[config.mk]
export PLATFORM = sky130hd
export DESIGN_NAME = line_buffer_feeder_flat
export DESIGN_NICKNAME = d
export VERILOG_FILES = /design/src/rtl/line_buffer_feeder_if.sv /design/src/rtl/line_buffer_feeder.sv /design/src/flat_wrapper.sv
export SDC_FILE = /design/constraint.sdc
export NUM_CORES = 1
export LEC_CHECK = 0
export BUFFER_PORTS_ARGS = -buffer_cell sky130_fd_sc_hd__buf_2
export CAP_MARGIN = 15
export CORE_MARGIN = 1.5
export CORE_UTILIZATION = 50
export DETAILED_ROUTE_END_ITERATION = 8
export HOLD_SLACK_MARGIN = 0.15
export PLACE_DENSITY = 0.67
export SYNTH_ARGS = -nofsm -noshare
export SYNTH_HDL_FRONTEND = slang
export SYNTH_SLANG_ARGS = --single-unit
[constraint.sdc]
create_clock -name clk_i -period 2.5 [get_ports clk_i]
set_clock_uncertainty 0.15 [all_clocks]
set_input_delay 0.125 -clock clk_i [delete_from_list [all_inputs] [get_ports clk_i]]
set_output_delay 0.125 -clock clk_i [all_outputs]
set_load 0.02 [all_outputs]
[src/rtl/line_buffer_feeder_if.sv]
// Row-stream bus between the line buffer feeder, its image memory and the convolve consumer.
// The master modport is the feeder; the slave modport is the memory/consumer side.
interface line_buffer_feeder_if #(
  parameter int BIT_DEPTH = 8,
  parameter int ADDR_W    = 6
);
  logic                 start;
  logic                 shift_buffer;
  logic                 mem_rd_en;
  logic [ADDR_W-1:0]    mem_addr;
  logic [BIT_DEPTH-1:0] mem_data;
  logic [BIT_DEPTH-1:0] in_l1;
  logic [BIT_DEPTH-1:0] in_l2;
  logic [BIT_DEPTH-1:0] in_l3;
  logic                 out_valid;
  logic                 ready;
  logic                 row_done;
  logic                 frame_done;

  modport master (
    input  start, shift_buffer, mem_data,
    output mem_rd_en, mem_addr, in_l1, in_l2, in_l3, out_valid, ready, row_done, frame_done
  );

  modport slave (
    output start, shift_buffer, mem_data,
    input  mem_rd_en, mem_addr, in_l1, in_l2, in_l3, out_valid, ready, row_done, frame_done
  );
endinterface

[src/rtl/line_buffer_feeder.sv]
// Producer side of the convolve row-stream: fills three circular line buffers from sync-read
// memory and serves one vertically aligned 3-pixel column per shift request, band by band.
module line_buffer_feeder #(
  parameter int BIT_DEPTH  = 8,
  parameter int IMG_WIDTH  = 8,
  parameter int IMG_HEIGHT = 8,
  parameter int ADDR_W     = 6
) (
  input  logic                 clk_i,
  input  logic                 rst_i,
  line_buffer_feeder_if.master bus
);
  localparam int COL_W = (IMG_WIDTH > 1) ? $clog2(IMG_WIDTH) : 1;
  localparam int BT_W  = $clog2(IMG_HEIGHT);
  localparam logic [COL_W-1:0] COL_LAST  = COL_W'(IMG_WIDTH - 1);
  localparam logic [BT_W-1:0]  BAND_LAST = BT_W'(IMG_HEIGHT - 3);

  localparam logic [1:0] S_IDLE    = 2'd0;
  localparam logic [1:0] S_FILL    = 2'd1;
  localparam logic [1:0] S_READY   = 2'd2;
  localparam logic [1:0] S_ADVANCE = 2'd3;

  // Circular successor of a line-buffer index in {0,1,2}.
  function automatic logic [1:0] next_sel(input logic [1:0] sel);
    logic [1:0] res;
    if (sel == 2'd2) begin
      res = 2'd0;
    end else begin
      res = sel + 2'd1;
    end
    return res;
  endfunction

  logic [BIT_DEPTH-1:0] line_q [3][IMG_WIDTH];

  logic [1:0]           state_q,      state_d;
  logic [COL_W-1:0]     col_q,        col_d;
  logic [BT_W-1:0]      band_top_q,   band_top_d;
  logic [1:0]           top_sel_q,    top_sel_d;
  logic [1:0]           rd_row_q,     rd_row_d;
  logic [COL_W-1:0]     rd_col_q,     rd_col_d;
  logic                 mem_rd_en_q,  mem_rd_en_d;
  logic [ADDR_W-1:0]    mem_addr_q,   mem_addr_d;
  logic                 wr_vld_q,     wr_vld_d;
  logic [1:0]           wr_row_q,     wr_row_d;
  logic [COL_W-1:0]     wr_col_q,     wr_col_d;
  logic [BIT_DEPTH-1:0] in_l1_q,      in_l1_d;
  logic [BIT_DEPTH-1:0] in_l2_q,      in_l2_d;
  logic [BIT_DEPTH-1:0] in_l3_q,      in_l3_d;
  logic                 out_valid_q,  out_valid_d;
  logic                 ready_q,      ready_d;
  logic                 row_done_q,   row_done_d;
  logic                 frame_done_q, frame_done_d;

  logic [1:0]           mid_sel_s;
  logic [1:0]           bot_sel_s;
  logic                 last_read_s;

  assign mid_sel_s = next_sel(top_sel_q);
  assign bot_sel_s = next_sel(mid_sel_s);
  // FILL reads three rows into buffers 0..2; ADVANCE reads one row into the retiring top buffer.
  assign last_read_s = (rd_col_q == COL_LAST) && ((state_q == S_ADVANCE) || (rd_row_q == 2'd2));

  // Next-state logic for the sequencer, read counters and registered outputs.
  always_comb begin
    state_d      = state_q;
    col_d        = col_q;
    band_top_d   = band_top_q;
    top_sel_d    = top_sel_q;
    rd_row_d     = rd_row_q;
    rd_col_d     = rd_col_q;
    mem_rd_en_d  = mem_rd_en_q;
    mem_addr_d   = mem_addr_q;
    wr_vld_d     = mem_rd_en_q;
    wr_row_d     = rd_row_q;
    wr_col_d     = rd_col_q;
    in_l1_d      = in_l1_q;
    in_l2_d      = in_l2_q;
    in_l3_d      = in_l3_q;
    out_valid_d  = 1'b0;
    ready_d      = ready_q;
    row_done_d   = 1'b0;
    frame_done_d = 1'b0;

    case (state_q)
      S_IDLE: begin
        if (bus.start) begin
          state_d     = S_FILL;
          mem_rd_en_d = 1'b1;
          mem_addr_d  = '0;
          rd_row_d    = 2'd0;
          rd_col_d    = '0;
          col_d       = '0;
          band_top_d  = '0;
          top_sel_d   = 2'd0;
        end else begin
          mem_rd_en_d = 1'b0;
        end
      end

      S_FILL, S_ADVANCE: begin
        if (mem_rd_en_q) begin
          if (last_read_s) begin
            mem_rd_en_d = 1'b0;
          end else begin
            mem_addr_d = mem_addr_q + ADDR_W'(1);
            if (rd_col_q == COL_LAST) begin
              rd_col_d = '0;
              rd_row_d = rd_row_q + 2'd1;
            end else begin
              rd_col_d = rd_col_q + COL_W'(1);
            end
          end
        end else begin
          // Drain cycle: the final read's data is written this edge.
          state_d = S_READY;
          ready_d = 1'b1;
          if (state_q == S_ADVANCE) begin
            top_sel_d  = mid_sel_s;
            band_top_d = band_top_q + BT_W'(1);
          end else begin
            top_sel_d  = top_sel_q;
          end
        end
      end

      S_READY: begin
        if (bus.shift_buffer) begin
          in_l1_d     = line_q[top_sel_q][col_q];
          in_l2_d     = line_q[mid_sel_s][col_q];
          in_l3_d     = line_q[bot_sel_s][col_q];
          out_valid_d = 1'b1;
          if (col_q == COL_LAST) begin
            col_d      = '0;
            row_done_d = 1'b1;
            ready_d    = 1'b0;
            if (band_top_q == BAND_LAST) begin
              frame_done_d = 1'b1;
              state_d      = S_IDLE;
            end else begin
              // Next row continues the row-major address sequence.
              state_d     = S_ADVANCE;
              mem_rd_en_d = 1'b1;
              mem_addr_d  = mem_addr_q + ADDR_W'(1);
              rd_row_d    = top_sel_q;
              rd_col_d    = '0;
            end
          end else begin
            col_d = col_q + COL_W'(1);
          end
        end else begin
          col_d = col_q;
        end
      end

      default: begin
        state_d     = S_IDLE;
        ready_d     = 1'b0;
        mem_rd_en_d = 1'b0;
      end
    endcase
  end

  // Control and output registers with synchronous reset.
  always_ff @(posedge clk_i) begin
    if (rst_i) begin
      state_q      <= S_IDLE;
      col_q        <= '0;
      band_top_q   <= '0;
      top_sel_q    <= 2'd0;
      rd_row_q     <= 2'd0;
      rd_col_q     <= '0;
      mem_rd_en_q  <= 1'b0;
      mem_addr_q   <= '0;
      wr_vld_q     <= 1'b0;
      wr_row_q     <= 2'd0;
      wr_col_q     <= '0;
      in_l1_q      <= '0;
      in_l2_q      <= '0;
      in_l3_q      <= '0;
      out_valid_q  <= 1'b0;
      ready_q      <= 1'b0;
      row_done_q   <= 1'b0;
      frame_done_q <= 1'b0;
    end else begin
      state_q      <= state_d;
      col_q        <= col_d;
      band_top_q   <= band_top_d;
      top_sel_q    <= top_sel_d;
      rd_row_q     <= rd_row_d;
      rd_col_q     <= rd_col_d;
      mem_rd_en_q  <= mem_rd_en_d;
      mem_addr_q   <= mem_addr_d;
      wr_vld_q     <= wr_vld_d;
      wr_row_q     <= wr_row_d;
      wr_col_q     <= wr_col_d;
      in_l1_q      <= in_l1_d;
      in_l2_q      <= in_l2_d;
      in_l3_q      <= in_l3_d;
      out_valid_q  <= out_valid_d;
      ready_q      <= ready_d;
      row_done_q   <= row_done_d;
      frame_done_q <= frame_done_d;
    end
  end

  // Line buffer storage; contents are don't-care after reset, so no reset term.
  always_ff @(posedge clk_i) begin
    if (wr_vld_q) begin
      line_q[wr_row_q][wr_col_q] <= bus.mem_data;
    end
  end

  assign bus.mem_rd_en  = mem_rd_en_q;
  assign bus.mem_addr   = mem_addr_q;
  assign bus.in_l1      = in_l1_q;
  assign bus.in_l2      = in_l2_q;
  assign bus.in_l3      = in_l3_q;
  assign bus.out_valid  = out_valid_q;
  assign bus.ready      = ready_q;
  assign bus.row_done   = row_done_q;
  assign bus.frame_done = frame_done_q;
endmodule
[src/flat_wrapper.sv]
// flat-port wrapper written by rule: the top's interface ports become plain ports
module line_buffer_feeder_flat 
#(
  parameter int BIT_DEPTH  = 8,
  parameter int IMG_WIDTH  = 8,
  parameter int IMG_HEIGHT = 8,
  parameter int ADDR_W     = 6
)
  (clk_i, rst_i, bus_start, bus_shift_buffer, bus_mem_data, bus_mem_rd_en, bus_mem_addr, bus_in_l1, bus_in_l2, bus_in_l3, bus_out_valid, bus_ready, bus_row_done, bus_frame_done);
  line_buffer_feeder_if #(.BIT_DEPTH(BIT_DEPTH), .ADDR_W(ADDR_W)) bus_i ();
  input  logic clk_i;
  input  logic rst_i;
  input wire logic [$bits(bus_i.start)-1:0] bus_start;
  input wire logic [$bits(bus_i.shift_buffer)-1:0] bus_shift_buffer;
  input wire logic [$bits(bus_i.mem_data)-1:0] bus_mem_data;
  output wire logic [$bits(bus_i.mem_rd_en)-1:0] bus_mem_rd_en;
  output wire logic [$bits(bus_i.mem_addr)-1:0] bus_mem_addr;
  output wire logic [$bits(bus_i.in_l1)-1:0] bus_in_l1;
  output wire logic [$bits(bus_i.in_l2)-1:0] bus_in_l2;
  output wire logic [$bits(bus_i.in_l3)-1:0] bus_in_l3;
  output wire logic [$bits(bus_i.out_valid)-1:0] bus_out_valid;
  output wire logic [$bits(bus_i.ready)-1:0] bus_ready;
  output wire logic [$bits(bus_i.row_done)-1:0] bus_row_done;
  output wire logic [$bits(bus_i.frame_done)-1:0] bus_frame_done;
  assign bus_i.start = bus_start;
  assign bus_i.shift_buffer = bus_shift_buffer;
  assign bus_i.mem_data = bus_mem_data;
  assign bus_mem_rd_en = bus_i.mem_rd_en;
  assign bus_mem_addr = bus_i.mem_addr;
  assign bus_in_l1 = bus_i.in_l1;
  assign bus_in_l2 = bus_i.in_l2;
  assign bus_in_l3 = bus_i.in_l3;
  assign bus_out_valid = bus_i.out_valid;
  assign bus_ready = bus_i.ready;
  assign bus_row_done = bus_i.row_done;
  assign bus_frame_done = bus_i.frame_done;
  line_buffer_feeder #(.BIT_DEPTH(BIT_DEPTH), .IMG_WIDTH(IMG_WIDTH), .IMG_HEIGHT(IMG_HEIGHT), .ADDR_W(ADDR_W)) u_core (.clk_i(clk_i), .rst_i(rst_i), .bus(bus_i));
endmodule
==> results.md <==
- Total congestion overflow after global routing: 0
- Detailed-route via count: ~9.3k
- Storage element area: between 6000 and 7000 sq um
- Net switching fraction of the power: 0.285
- Die X-Extent: approximately 170 um
- Count of routing violations after the opening detailed-route iteration: roughly 1.1k
- Number of clock sinks: between 200 and 300
- Number of setup violations in the final report: 0
- Core ar.: between 20000 and 30000 sq um
- Clk pwr share: 0.338
- Type of element launching the critical path: flop
- Number of instances in the synthesized netlist: 1003
- Post-route clock period utilization: 0.933
- Count of input and output buffers: 46
- Sequential element share of the synthesized area: 0.521
- Setup repair after global routing missed its margin: false
- Worst Setup Slack, final: 168 ps
- Worst reg2reg path endpoint: u_core.rd_row_q[1]
- Maximum number of pins on one net before global-route repair: 57
- Setup slack of the worst register-to-register path: between 150 and 200 ps
- Die outline height: between 150 and 200 um
- Total instance count after detailed placement: 1374
- Top delay family on crit path: simple AND/OR/NAND/NOR gates
- Largest buffer count on any clock path: 3
- Fill cell total of the finished layout: 2067
- Cell with the largest stage delay on the worst path: sky130_fd_sc_hd__or4_1
- Count of different cell masters after synthesis: 58
- DRC: 0
- Worst setup slack after placement: between 50 and 60 ps
- Status: finished, final reports clean
- Part of the total power dissipated in combinational logic: 0.263
- Actual slew at the worst max-slew pin: between 600 and 700 ps
- Peak supply drop: 548 uV
- Clock transition at the registers of the reported paths: 60 ps
- Ant diodes: 0
- Vias per std cell: approximately 6.5
- Number of synthesized register bits: 250
- Skew-Pair Late Insertion Delay: around 540 ps
- Fraction of power consumed by sequential logic: 0.399
- Count of yosys warnings during synthesis: 0
- Die footprint: 27600 sq um
- F_max: about 430 MHz
- Share of flip-flops with an asynchronous set or reset after synthesis: 0
- Hold Violations, Final: 0
- Max incr delay on CP: about 530 ps
- Start point of the worst min-delay path: u_core.bus.in_l2[4]
- Total negative setup slack: 0 ps
- Slew HR: 0.553
- Combined global-route utilization of all metal layers: 0.259
- Routability congestion estimate: between 0.8 and 0.9
- Power Internal: around 8.6 mW
- Ratio of total power to cell area: between 700 and 800 nW/um^2
- Time the final worst path needs with I/O delays and setup: 2330 ps
- Number of buffers created by CTS: 27
- Root buffer cell: sky130_fd_sc_hd__clkbuf_16
- Count of cells along the worst hold path: 2
- Worst-path fanout max: 15
- Ordered list of cells on the worst path: ha_1, ha_1, o21ai_0, a21oi_1, or3_4, or4_1, a21oi_1
- Cell leakage power: ~4.9 nW
- Detailed Routing Iterations Pass 1: 5
- Net count, final: approximately 1.1k
- Arr. time, crit path: 2660 ps
- Total area of multi-input combinational cells: 5970 sq um
- Path category of the worst min-delay check: reg -> reg
- CTS tree: yes
- Fraction of final layout cells with drive strength greater than 1: 0.323
- Layout overhead on the synthesized area: 14.6%
- Reported net switching power: 3.43 mW
- WP data required: 2820 ps
- Max-cap viol count: 0
- Number of cells on the worst reg-to-reg path: 7
- Number of slew-limit violations in the final report: 0
- Mapped cell area: 13300 sq um
- Mean instance size in the synthesized netlist: around 13 sq um
- EDFF count, synth: between 150 and 200
- WL final: 35.6 mm
- Leading register cell type out of synthesis: sky130_fd_sc_hd__edfxtp_1
- Worst Path Buf+Inv: 0
- End of the worst hold path: u_core.bus.in_l2[4]
- Starting utilization of the core area: 0.510
- Wire length of the first global-routing pass: ~55 mm
- Mapped Nets: approximately 1k
- Final instance area: approximately 15000 sq um
- WS Path Type: reg -> reg
- Worst reg2reg path startpoint: u_core.rd_col_q[0]
- Cell area after placement: 14200 sq um
- Post-detailed-placement half-perimeter wirelength: 24.4 mm
- Via count of the first global-routing pass: ~9.1k
- Number of placement rows: 59
- Number of primary I/O pins: 47
- Total number of H-tree levels: 1
- Smallest hold slack: 296 ps
- Final non-filler cell total: roughly 1.4k
- Number of antenna violations at the first check in global routing: 0
- Number of nets with antenna violations after detailed routing: 0
- Mean routed wirelength per cell: ~25 um
- Kind of end point of the critical path: flop
==> layout make-up <==
cell class,instances,share of cell area
flip-flops and latches,250,0.456
well taps,335,0.0275
repair buffers,128,0.0633
multi-input cells,664,0.392
clock buffers,30,0.0451
inverters,9,0.00222
clock inverters,20,0.0141
==> Yosys cell counts (10+ instances only) <==
library cell,count,area share
sky130_fd_sc_hd__nor2_1,58,0.016
sky130_fd_sc_hd__clkbuf_1,39,0.011
sky130_fd_sc_hd__mux2i_1,83,0.063
sky130_fd_sc_hd__a22oi_1,10,0.0056
sky130_fd_sc_hd__nor3_1,10,0.0038
sky130_fd_sc_hd__nand3_1,15,0.0056
sky130_fd_sc_hd__o22ai_1,19,0.0089
sky130_fd_sc_hd__o21ai_1,23,0.0087
sky130_fd_sc_hd__buf_2,22,0.0083
sky130_fd_sc_hd__nor2b_1,17,0.0080
sky130_fd_sc_hd__a21oi_1,42,0.016
sky130_fd_sc_hd__o21ai_0,35,0.013
sky130_fd_sc_hd__mux2_2,117,0.099
sky130_fd_sc_hd__nand2_1,52,0.015
sky130_fd_sc_hd__a221oi_1,12,0.0079
sky130_fd_sc_hd__o211ai_1,18,0.010
sky130_fd_sc_hd__ha_1,13,0.012
sky130_fd_sc_hd__buf_4,13,0.0073
sky130_fd_sc_hd__dfxtp_1,58,0.087
sky130_fd_sc_hd__mux4_2,64,0.11
sky130_fd_sc_hd__edfxtp_1,192,0.43
==> per-stage QoR <==
step | utilization | power, mW
floorplan | - | 7.13
global placement | 0.545 | 7.94
detailed placement | 0.545 | 7.97
CTS | 0.584 | 12.0
global route | 0.584 | 12.5
finish | 0.584 | 12.0
==> state kept, by name (all words and copies together) (netlist names), named ones only <==
| register | flops |
|---|---|
| u_core.rd_col_q | 3 |
| u_core.wr_row_q | 2 |
| u_core.bus.mem_rd_en | 1 |
| u_core.line_q | 192 |
| u_core.bus.in_l1 | 8 |
| u_core.band_top_q | 3 |
| u_core.bus.ready | 1 |
| u_core.state_q | 2 |
| u_core.wr_vld_q | 1 |
| u_core.col_q | 3 |
| u_core.top_sel_q | 2 |
| u_core.bus.in_l3 | 8 |
| u_core.bus.frame_done | 1 |
| u_core.bus.in_l2 | 8 |
| u_core.bus.mem_addr | 6 |
| u_core.bus.row_done | 1 |
| u_core.wr_col_q | 3 |
| u_core.rd_row_q | 2 |
| u_core.bus.out_valid | 1 |
==> cell families after synthesis <==
kind of cell	Yosys count	synth area share
AO/OA/AOI/OAI	200	0.0961
XOR/XNOR	1	0.000659
adder cells (fa/ha/maj)	13	0.0122
buffers and inverters	89	0.0315
flip-flops	250	0.521
multiplexers	265	0.271
AND/OR/NAND/NOR	185	0.0672
==> cell usage in the layout, fill, tap and decap left out, drive strengths merged, types with 5 or more instances in the layout <==
cell | netlist | routed
inv | 9 | 10
mux2 | 118 | 118
dlygate4sd3 | 0 | 12
buf | 41 | 116
nand2b | 5 | 5
o22ai | 19 | 19
o21ai | 58 | 58
a32oi | 6 | 6
ha | 13 | 13
a211oi | 6 | 6
clkbuf | 39 | 30
nand3 | 15 | 15
o211ai | 18 | 18
nand2 | 52 | 52
a221oi | 12 | 12
clkinv | 0 | 9
nor2 | 58 | 58
a22o | 5 | 5
a32o | 5 | 5
mux2i | 83 | 83
mux4 | 64 | 64
a21oi | 42 | 42
nor3 | 10 | 10
edfxtp | 192 | 192
a22oi | 10 | 10
nor2b | 17 | 17
clkinvlp | 0 | 6
dfxtp | 58 | 58
==> tightest hold or removal path: cells and delay by family (launching register included) <==
family             cells  cell delay (ps)
and+or+nand+nor        1               50
AOI/OAI and AO/OA      1               50
DFF                    1              310
==> metal layers <==
layer | track usage | routed length (um) | vias to the layer above
met5 | 0 | 0 | -
met4 | 0.0760 | 771 | 0
met3 | 0.0360 | 2900 | 48
met2 | 0.397 | 16200 | 430
met1 | 0.385 | 15800 | 4685
li1 | - | - | 4132
==> repair_timing <==
action	in CTS	in global routing
endpoints found under the setup margin	0	6
endpoints found under the hold margin	236	0
hold buffers	12	0
buffers inserted	0	0
resized for setup	0	2
==> worst max-delay path by stage <==
stage,startpoint,endpoint,slack [ps],depth (start not counted)
2_1_floorplan,u_core.state_q[0],u_core.rd_row_q[0],240,8
3_3_place_gp,u_core.rd_col_q[0],u_core.rd_row_q[1],100,7
3_5_place_dp,u_core.state_q[0],u_core.rd_row_q[1],60,6
4_1_cts,u_core.state_q[0],u_core.rd_row_q[1],30,7
5_1_grt,u_core.rd_col_q[0],u_core.bus.mem_addr[5],9,7
6_report,u_core.rd_col_q[0],u_core.rd_row_q[1],170,7
==> power groups by stage <==
| stage | Sequential, mW | Combinational (mW) | Clock [mW] |
|---|---|---|---|
| global placement | 4.87 | 3.07 | 0 |
| detailed placement | 4.87 | 3.09 | 0 |
| finish | 4.79 | 3.16 | 4.05 |
| floorplan | 4.75 | 2.38 | 0 |
| global route | 4.80 | 3.38 | 4.27 |
| CTS | 4.79 | 3.13 | 4.13 |
Note: power is estimated with default switching activity, not from simulation.
